File: src/rtl/tinyqv_fetch_buffer.sv
// Instruction fetch buffer: queues 16-bit halfwords from memory and presents
// 32-bit instructions with their PC to the decoder; flush redirects fetch.
module tinyqv_fetch_buffer #(
  parameter int PC_BITS = 24,
  parameter int DEPTH   = 4
) (
  input  logic               clk_i,
  input  logic               rstn_i,
  input  logic               flush_i,
  input  logic [PC_BITS-1:0] flush_pc_i,
  output logic               fetch_req_o,
  output logic [PC_BITS-1:0] fetch_addr_o,
  output logic               fetch_restart_o,
  input  logic [15:0]        fetch_data_i,
  input  logic               fetch_data_valid_i,
  output logic [31:0]        instr_o,
  output logic [PC_BITS-1:0] instr_pc_o,
  output logic               instr_valid_o,
  output logic               instr_illegal_o,
  input  logic               instr_ready_i
);

  localparam int PTR_W = $clog2(DEPTH);
  localparam int CNT_W = $clog2(DEPTH + 1);
  localparam logic [CNT_W-1:0] FULL = CNT_W'(DEPTH);
  localparam logic [CNT_W-1:0] PAIR = CNT_W'(2);
  localparam logic [PTR_W-1:0] LAST = PTR_W'(DEPTH - 1);

  typedef enum logic {
    RESET_HOLD = 1'b0,
    RUN        = 1'b1
  } state_e;

  state_e             state_q, state_d;
  logic [15:0]        mem_q [DEPTH];
  logic [PTR_W-1:0]   rd_ptr_q, rd_ptr_d, wr_ptr_q, wr_ptr_d, rd_ptr_hi;
  logic [CNT_W-1:0]   count_q, count_d;
  logic [PC_BITS-1:0] fetch_addr_q, fetch_addr_d, instr_pc_q, instr_pc_d;
  logic               accept, consume;

  function automatic logic [PTR_W-1:0] ptr_inc(input logic [PTR_W-1:0] p);
    return (p == LAST) ? '0 : p + PTR_W'(1);
  endfunction

  assign rd_ptr_hi       = ptr_inc(rd_ptr_q);
  assign instr_o         = {mem_q[rd_ptr_hi], mem_q[rd_ptr_q]};
  assign instr_illegal_o = instr_valid_o && (mem_q[rd_ptr_q][1:0] != 2'b11);
  assign fetch_addr_o    = fetch_addr_q;
  assign instr_pc_o      = instr_pc_q;
  assign fetch_restart_o = flush_i;

  always_comb begin
    state_d       = state_q;
    fetch_req_o   = 1'b0;
    instr_valid_o = 1'b0;
    accept        = 1'b0;
    consume       = 1'b0;
    count_d       = count_q;
    rd_ptr_d      = rd_ptr_q;
    wr_ptr_d      = wr_ptr_q;
    fetch_addr_d  = fetch_addr_q;
    instr_pc_d    = instr_pc_q;
    case (state_q)
      RESET_HOLD: state_d = RUN;
      RUN: begin
        fetch_req_o   = !flush_i && (count_q < FULL);
        instr_valid_o = !flush_i && (count_q >= PAIR);
        accept        = fetch_data_valid_i && fetch_req_o;
        consume       = instr_valid_o && instr_ready_i;
        if (flush_i) begin
          count_d      = '0;
          rd_ptr_d     = '0;
          wr_ptr_d     = '0;
          fetch_addr_d = {flush_pc_i[PC_BITS-1:2], 2'b00};
          instr_pc_d   = {flush_pc_i[PC_BITS-1:2], 2'b00};
        end else begin
          if (accept) begin
            wr_ptr_d     = ptr_inc(wr_ptr_q);
            fetch_addr_d = fetch_addr_q + PC_BITS'(2);
          end
          if (consume) begin
            rd_ptr_d   = ptr_inc(rd_ptr_hi);
            instr_pc_d = instr_pc_q + PC_BITS'(4);
          end
          case ({accept, consume})
            2'b10:   count_d = count_q + CNT_W'(1);
            2'b01:   count_d = count_q - CNT_W'(2);
            2'b11:   count_d = count_q - CNT_W'(1);
            default: count_d = count_q;
          endcase
        end
      end
      default: state_d = RESET_HOLD;
    endcase
  end

  always_ff @(posedge clk_i or negedge rstn_i) begin
    if (!rstn_i) begin
      state_q      <= RESET_HOLD;
      count_q      <= '0;
      rd_ptr_q     <= '0;
      wr_ptr_q     <= '0;
      fetch_addr_q <= '0;
      instr_pc_q   <= '0;
    end else begin
      state_q      <= state_d;
      count_q      <= count_d;
      rd_ptr_q     <= rd_ptr_d;
      wr_ptr_q     <= wr_ptr_d;
      fetch_addr_q <= fetch_addr_d;
      instr_pc_q   <= instr_pc_d;
    end
  end

  // Storage is cleared on reset so instr_o is never X, even when not valid.
  always_ff @(posedge clk_i or negedge rstn_i) begin
    if (!rstn_i) begin
      for (int i = 0; i < DEPTH; i++) mem_q[i] <= '0;
    end else if (accept && !flush_i) begin
      mem_q[wr_ptr_q] <= fetch_data_i;
    end
  end

endmodule

File: config.mk
export PLATFORM = sky130hd
export DESIGN_NAME = tinyqv_fetch_buffer
export DESIGN_NICKNAME = d
export VERILOG_FILES = /design/src/rtl/tinyqv_fetch_buffer.sv
export SDC_FILE = /design/constraint.sdc
export NUM_CORES = 1
export LEC_CHECK = 0
export ABC_CLOCK_PERIOD_IN_PS = 5630
export BUFFER_PORTS_ARGS = -buffer_cell sky130_fd_sc_hd__buf_2
export CAP_MARGIN = 40
export CORE_MARGIN = 4
export CORE_UTILIZATION = 29
export DETAILED_ROUTE_END_ITERATION = 6
export SLEW_MARGIN = 30
export SYNTH_ARGS = -nofsm -noshare
export SYNTH_HDL_FRONTEND = slang
export SYNTH_SLANG_ARGS = --single-unit
File: constraint.sdc
create_clock -name clk_i -period 5.63 [get_ports clk_i]
set_clock_uncertainty 0.05 [all_clocks]
set_input_delay 0.2815 -clock clk_i [delete_from_list [all_inputs] [get_ports clk_i]]
set_output_delay 0.2815 -clock clk_i [all_outputs]
set_load 0.01 [all_outputs]
## After elaboration in Yosys (flattened, before gate mapping)

Cells that the tools add are included.

| storage, ports and cells | value |
|---|---|
| input port bits | 45 |
| register bits | 120 |
| output and inout bits | 84 |
| word-level logic and storage cells | 73 |

| cells by class | value |
|---|---|
| eq/ne operators | 7 |
| bitwise operators | 3 |
| add/sub/neg operators | 8 |
| reduce and logical (&&, ||, !) cells | 14 |
| mux-type cells | 25 |
| magnitude comparators | 6 |

Operators by type and width:

| cell | number |
|---|---|
| $mux W24 | 4 |
| $mux W16 | 5 |
| $bmux W16 S2 | 2 |
| $bwmux W64 | 1 |
| $demux W16 S2 | 1 |
| $add A24 B2 Y24 const B | 1 |
| $add A24 B3 Y24 const B | 1 |
| $mux W2 | 7 |
| $eq A2 B2 Y1 const B | 5 |
| $ge A3 B3 Y1 const B | 3 |
| $not A2 Y3 | 3 |
| $pmux W3 S3 | 1 |
| $logic_and A1 B1 Y1 | 7 |
| $add A2 B1 Y2 const B | 3 |
| $reduce_and A2 Y1 | 3 |
| $reduce_bool A2 Y1 | 2 |
| $reduce_bool A4 Y1 | 1 |
| $add A3 B1 Y3 const B | 1 |
| $ge A3 B2 Y1 const B | 1 |
| $lt A3 B1 Y1 const B | 1 |
| $lt A3 B3 Y1 const B | 1 |
| $mux W1 | 3 |
| $mux W3 | 1 |
| $sub A3 B1 Y3 const B | 1 |
| other kinds (4) | 4 |

## Depth between registers and ports, before layout

Gate-level depths: netlist (run 1).

| depth | value |
|---|---|
| word-level depth | 6 |
| depth in mapped cells | 11 |
| mapped depth without buffers | 11 |

## Worst setup path before layout (run 1)

No wires, ideal clock.

| timing | value |
|---|---|
| kind | reg-to-reg |
| start | reg count_q[2] |
| end | reg count_q[2] |
| data required time | 5.497 ns |
| clock period less this slack | 2.660 ns |
| cell stages (with the launch flop) | 12 |
| slack | 2.970 ns |
| buffers on the path | 0 |
| arrival time | 2.527 ns |
| library setup time | 0.083 ns |
| path through | dfrtp_1 inv_1 ha_1 inv_1 o21ai_0 nor2_1 ha_1 fa_1 xnor2_1 mux2_2 o22a_1 o22ai_1 |

| between the ends | value |
|---|---|
| longest elaborated chain between the ends | 6 |
| elaborated cells on any way between the ends | 16 |
| those cells by class | 3 x add/sub; 2 x order compare; 3 x eq/ne; 2 x mux; 6 x reduce/logical |

Ends and longest elaborated chain:

| element | line | source |
|---|---|---|
| start: declaration | 37 | `logic [CNT_W-1:0] count_q, count_d;` |
| start signal: assignment | 107 | `count_q <= count_d;` |
| $ge A3 B2 Y1 / $lt A3 B3 Y1 (equally long branches) | 67, 66 |  |
| $logic_and A1 B1 Y1, on equally long branches | 67, 66 |  |
| $logic_and A1 B1 Y1, on equally long branches | 69, 68 |  |
| $eq A2 B2 Y1 / $eq A2 B1 Y1 (equally long branches) | 85 | `case ({accept, consume})` |
| $pmux W3 S3 / $reduce_bool A4 Y1 (equally long branches) | - |  |
| $mux W3 / $reduce_and A2 Y1 (equally long branches) | - |  |

Several ways; a longest one is shown, not always the timed one.
A chain may end at the register's enable or synchronous reset.

## Worst setup path in the final report (run 1)

Same ends and word-level chain as after synthesis.

==> results of run 1 <==
## per-layer routing
metal / track usage, % / wire length, microns / vias up
met1: 19.6 / 8300 / 2601
met2: 23.4 / 8930 / 169
met4: 3.83 / 187 / 2
met3: 4.37 / 1270 / 15
met5: 0 / 13 / -
li1: - / - / 2475
## cell families after synthesis
logic type	count (synthesis)	share of synthesized area, %
xor+xnor	6	0.789
fa+ha+maj	12	2.37
other cells	2	0.113
flops	117	44.0
simple gates	165	13.0
buf+inv	47	3.16
compound gates	115	11.1
mux	121	25.5
## layout by cell type (no fill, tap or decap), types with 4 or more instances in the layout
| cell type | instances |
|---|---|
| buf_2 | 122 |
| dfrtp_1 | 116 |
| mux2_2 | 65 |
| nand2_1 | 48 |
| a21oi_1 | 35 |
| mux4_2 | 32 |
| o22ai_1 | 31 |
| nor2_1 | 28 |
| nand3_1 | 25 |
| mux2i_1 | 23 |
| o21ai_0 | 19 |
| clkbuf_16 | 17 |
| nand4_1 | 14 |
| inv_1 | 12 |
| ha_1 | 11 |
| and3_1 | 10 |
| buf_4 | 9 |
| a22oi_1 | 8 |
| inv_6 | 7 |
| nor2b_1 | 5 |
| nand2b_1 | 5 |
| buf_8 | 5 |
| and4_1 | 4 |
| xnor2_1 | 4 |
| conb_1 | 4 |
## worst min path at each step
stage                     endpoint  cells after the start  slack, ns              from
floorplan               count_q[0]                      0      -0.06            rstn_i
global placement         mem_q[51]                      1       0.36            rstn_i
detailed placement       mem_q[51]                      1       0.37            rstn_i
CTS                 instr_pc_o[14]                      3       0.06    flush_pc_i[14]
global route             mem_q[63]                      2       0.07  fetch_data_i[15]
finish              instr_pc_o[14]                      3       0.08    flush_pc_i[14]
## repair_timing
action | 4_1_cts | 5_1_grt
setup buffers | 0 | 0
hold endpoints to repair | 57 | 0
hold buffers | 1 | 0
gates resized for setup | 0 | 0
## stage by stage
step | instances | setup slack [ns]
3_3_place_gp | 967 | 2.54
6_report | 1009 | 2.46
3_5_place_dp | 969 | 2.51
5_1_grt | 1009 | 2.20
4_1_cts | 1002 | 2.49
2_1_floorplan | 587 | 2.97
## report_power, final
group	leakage [nW]	internal, mW	total (mW)	switching [mW]
clock	0.285	0.665	1.10	0.439
sequential	1.45	1.13	1.41	0.285
combinational	2.03	0.792	1.49	0.696
## worst max-delay path, delay by kind of cell, from the launching register on
kind | cells | cell delay (ns)
compound gates | 3 | 0.82
flops | 1 | 0.43
xor+xnor | 1 | 0.13
buf+inv | 2 | 0.23
fa+ha+maj | 3 | 1.01
simple gates | 1 | 0.14
mux | 1 | 0.26
## state kept, by name, indices dropped and copies added, names as in the netlist
signal	cells
fetch_addr_o	23
wr_ptr_q	2
rd_ptr_q	2
state_q	1
mem_q	64
count_q	3
instr_pc_o	22
## layout make-up
type | instances | area share [%]
Clock buffer | 18 | 5.19
Clock inverter | 14 | 2.00
Inverter | 12 | 0.545
Multi-Input combinational cell | 423 | 42.7
Sequential cell | 117 | 35.4
Tap cell | 285 | 4.31
Timing Repair Buffer | 140 | 9.85
==> impl_metrics.env, run 1 <==
export IMPL_outcome="finished clean"
export IMPL_start_kind="register"
export IMPL_synth_cell_types=62
export IMPL_gp_congestion=0.756
export IMPL_slowest_delay_ns=0.56
export IMPL_drv_slew=0
export IMPL_hold_class="input port to register"
export IMPL_die_w_microns=160
export IMPL_worstReg2RegEnd="count_q[2]"
export IMPL_synth_most_common_cell="dfrtp_1"
export IMPL_finalSetupTns_ns=0
export IMPL_cts_buffers_inserted=17
export IMPL_cpMaxStageDelayCell="o21ai_0"
export IMPL_layout_drive_gt1_share_pct=39.1
export IMPL_cts_tree="done"
export IMPL_syn_area_sq_um=6660
export IMPL_utilization_pct=36.5
export IMPL_cts_buffer_depth=2
export IMPL_viasPerCell=5.22
export IMPL_die_area_sq_um=25400
export IMPL_detail_route_antenna_nets=0
export IMPL_drtIter0Drc=310
export IMPL_tightest_slew_ns=0.702
export IMPL_placed_area_sq_um=7560
export IMPL_r2r_start="count_q[2]"
export IMPL_io_pins=129
export IMPL_row_count=55
export IMPL_power_density_nw_per_um2=484
export IMPL_yosys_area_top_type="dfrtp_1"
export IMPL_antenna_found_initial=1
export IMPL_ys_seq_area_share_pct=44.0
export IMPL_clk_pin_slew_ns=0.06
export IMPL_grt_max_degree=66
export IMPL_routed_wl_microns=18700
export IMPL_dpl_hpwl_microns=13000
export IMPL_ys_flop_type="dfrtp_1"
export IMPL_drtPass1Iterations=4
export IMPL_overflow=0
export IMPL_fin_crit_ns=3.17
export IMPL_cp_startpoint="count_q[2]"
export IMPL_syn_inst=585
export IMPL_clk_latency_ns=0.42
export IMPL_crit_path_max_fanout=6
export IMPL_cap_violations=0
export IMPL_worstPathRequired_ns=5.92
export IMPL_yosysWarnings=0
export IMPL_wl_per_cell_microns=18.5
export IMPL_finalCritPeriodShare_pct=56.3
export IMPL_drcViolationCount=0
export IMPL_multi_input_area_sq_um=3530
export IMPL_p_leak_nw=3.76
export IMPL_hold_viol=0
export IMPL_rrSetupSlack_ns=2.46
export IMPL_ys_ff_latch=117
export IMPL_slew_headroom_pct=53.2
export IMPL_worstPathArrival_ns=3.46
export IMPL_grt_pass1_wl_microns=29400
export IMPL_r2r_cells=11
export IMPL_holdWs_ns=0.0758
export IMPL_synth_avg_cell_area_sq_um=11.4
export IMPL_grtUsageTotal_pct=14.7
export IMPL_numClockSinks=117
export IMPL_fmax_ghz=0.315
export IMPL_core_sq_um=22600
export IMPL_io_buffers=123
export IMPL_endpoint="count_q[2]"
export IMPL_synthArstFlopShare_pct=100
export IMPL_fin_area_sq_um=8270
export IMPL_fill_cells=2253
export IMPL_final_setup_viol_count=0
export IMPL_ff_latch_area_sq_um=2930
export IMPL_critPathCaptureType="register"
export IMPL_finalPower_mw=4.00
export IMPL_final_nets=768
export IMPL_grt_pass1_vias=5067
export IMPL_ys_top_cells_by_area="dfrtp_1, mux2_2, mux4_2, mux2i_1, o22ai_1"
export IMPL_vias=5262
export IMPL_cts_htree_levels=4
export IMPL_synthTopCellsByCount="dfrtp_1, mux2_2, nand2_1, a21oi_1, mux4_2"
export IMPL_die_y_microns=160
export IMPL_clock_tree_root_cell="clkbuf_16"
export IMPL_insertedDiodeCount=0
export IMPL_rsz0062_at_grt="no"
export IMPL_synth_edf_count=0
export IMPL_initial_core_util_pct=29.4
export IMPL_ir_worst_vdd_uv=213
export IMPL_crit_type="register to register"
export IMPL_area_growth_pct=24.2
export IMPL_path_cells="inv_1 -> ha_1 -> inv_1 -> o21ai_0 -> nor2_1 -> ha_1 -> fa_1 -> xnor2_1 -> mux2_2 -> o22a_1 -> o22ai_1"
export IMPL_synth_top_area_share_pct=44.0
No activity file was read; power rests on OpenSTA's default activity.
==> run 2: changes to the inputs <==
--- a/config.mk
+++ b/config.mk
@@ -5,7 +5,7 @@
 export SDC_FILE = /design/constraint.sdc
 export NUM_CORES = 1
 export LEC_CHECK = 0
-export ABC_CLOCK_PERIOD_IN_PS = 5630
+export ABC_CLOCK_PERIOD_IN_PS = 2800
 export BUFFER_PORTS_ARGS = -buffer_cell sky130_fd_sc_hd__buf_2
 export CAP_MARGIN = 40
 export CORE_MARGIN = 4
==> constraint.sdc (replaced) <==
create_clock -name clk_i -period 2.8 [get_ports clk_i]
set_clock_uncertainty 0.05 [all_clocks]
set_input_delay 0.14 -clock clk_i [delete_from_list [all_inputs] [get_ports clk_i]]
set_output_delay 0.14 -clock clk_i [all_outputs]
set_load 0.01 [all_outputs]
==> impl_metrics.env, run 2 (synthesis gave the netlist of run 1 again) <==
export IMPL_layout_drive_gt1_share_pct=37.8
export IMPL_finalSetupTns_ns=0
export IMPL_worstPathArrival_ns=2.43
export IMPL_final_cell_mix="buf_2, dfrtp_1, mux2_2"
export IMPL_regMostFlops="mem_q"
export IMPL_hold_viol=0
export IMPL_viasPerCell=5.19
export IMPL_tightest_slew_ns=0.614
export IMPL_routed_wl_microns=18900
export IMPL_cts_htree_levels=4
export IMPL_largest_register_ffs=64
export IMPL_outcome="finished clean"
export IMPL_overflow=0
export IMPL_fin_crit_ns=2.62
export IMPL_numClockSinks=117
export IMPL_core_sq_um=22600
export IMPL_io_buffers=123
export IMPL_utilization_pct=38.3
export IMPL_vias=5476
export IMPL_initial_core_util_pct=29.4
export IMPL_drcViolationCount=0
export IMPL_gp_congestion=0.782
export IMPL_critPathCaptureType="primary output"
export IMPL_p_leak_nw=3.95
export IMPL_grt_pass1_wl_microns=30600
export IMPL_drtIter0Drc=420
export IMPL_slew_headroom_pct=58.8
export IMPL_routed_wl_met3_microns=1100
export IMPL_drv_slew=0
export IMPL_start_kind="register"
export IMPL_detail_route_antenna_nets=0
export IMPL_ir_worst_vdd_uv=405
export IMPL_grtUsageTotal_pct=15.0
export IMPL_cts_buffers_inserted=17
export IMPL_final_common_cell="buf_2"
export IMPL_die_y_microns=160
export IMPL_grt_max_degree=60
export IMPL_io_pins=129
export IMPL_final_setup_viol_count=0
export IMPL_post_cts_setup_buffer_count=0
export IMPL_crit_type="register to primary output"
export IMPL_fmax_ghz=0.382
export IMPL_dpl_hpwl_microns=13100
export IMPL_row_count=55
export IMPL_highest_layer="met5"
export IMPL_area_growth_pct=30.4
export IMPL_die_area_sq_um=25400
export IMPL_crit_path_max_fanout=14
export IMPL_wl_per_cell_microns=17.9
export IMPL_final_nets=814
export IMPL_hold_class="input port to async pin"
export IMPL_wl_met2_microns=8780
export IMPL_finalCritPeriodShare_pct=93.4
export IMPL_clk_pin_slew_ns=0.06
export IMPL_power_density_nw_per_um2=933
export IMPL_clock_tree_root_cell="clkbuf_16"
export IMPL_cap_violations=0
export IMPL_drt_met1_wl_microns=8870
export IMPL_die_w_microns=160
export IMPL_drtPass1Iterations=5
export IMPL_worstPathRequired_ns=2.61
export IMPL_cts_buffer_depth=2
export IMPL_clk_latency_ns=0.41
export IMPL_cts_tree="done"
export IMPL_rsz0062_at_grt="no"
export IMPL_antenna_found_initial=1
export IMPL_grt_pass1_vias=5395
run 2: cell types whose count changed in the layout (fill, tap and decap cells not counted), moves of 3 or more:
cell / change
inv_6: -4
clkinv_4: +3
dlygate4sd3_1: +37
buf_4: +13
buf_8: -5
run 2: timing repair:
| action | 4_1_cts | 5_1_grt |
|---|---|---|
| hold buffers | 38 | 0 |
| endpoints found under the hold margin | 157 | 0 |
| resized for setup | 0 | 1 |
| endpoints found under the setup margin | 0 | 1 |
run 2: final timing paths:
check,slack (ns),from,cells past startpoint,endpoint
max,0.18,rd_ptr_q[0],6,instr_o[17]
min,0.06,rstn_i,2,mem_q[51]
max reg2reg,0.27,count_q[1],10,count_q[2]
min reg2reg,0.47,mem_q[29],1,mem_q[29]
max in group asynchronous,1.73,rstn_i,4,fetch_addr_o[5]
min in group clk_i,0.06,flush_pc_i[21],4,instr_pc_o[21]
run 2: worst max-delay path, cell delays in order (launching register included):
cell     delay, ns
dfrtp_1       0.37
buf_4         0.18
ha_1          0.23
nor2_2        0.30
buf_12        0.23
mux4_2        0.54
buf_2         0.16
run 2: where the power goes:
group | total (mW) | switching (mW) | internal (mW)
logic | 3.12 | 1.45 | 1.67
clock network | 2.18 | 0.838 | 1.35
registers | 2.80 | 0.527 | 2.27
total | 8.10 | 2.82 | 5.29
run 2: layout make-up:
type,count,area (sq um)
antenna,1,2.50
fill,2191,14000
clock buffer,19,443
multi-input combinational,423,3530
clock inverter,13,150
inverter,12,45.0
sequential,117,2930
timing repair buffer,186,1230
tap,285,357
run 2: layer usage:
metal	up-vias	GRT usage, %
met5	-	0
met4	2	3.47
met3	17	3.60
met2	170	23.4
met1	2728	21.1
li1	2559	-
run 2: stage by stage:
step	hold WS (ns)	worst slack, ns	cells	total power, mW	area, sq um
2_1_floorplan	-0.206	0.140	587	4.75	6660
3_3_place_gp	0.216	0.230	983	5.85	7670
3_5_place_dp	0.213	0.207	984	5.92	7680
4_1_cts	0.0481	0.139	1054	8.19	8650
5_1_grt	0.0678	0.0421	1055	8.62	8680
6_report	0.0581	0.183	1056	8.10	8680
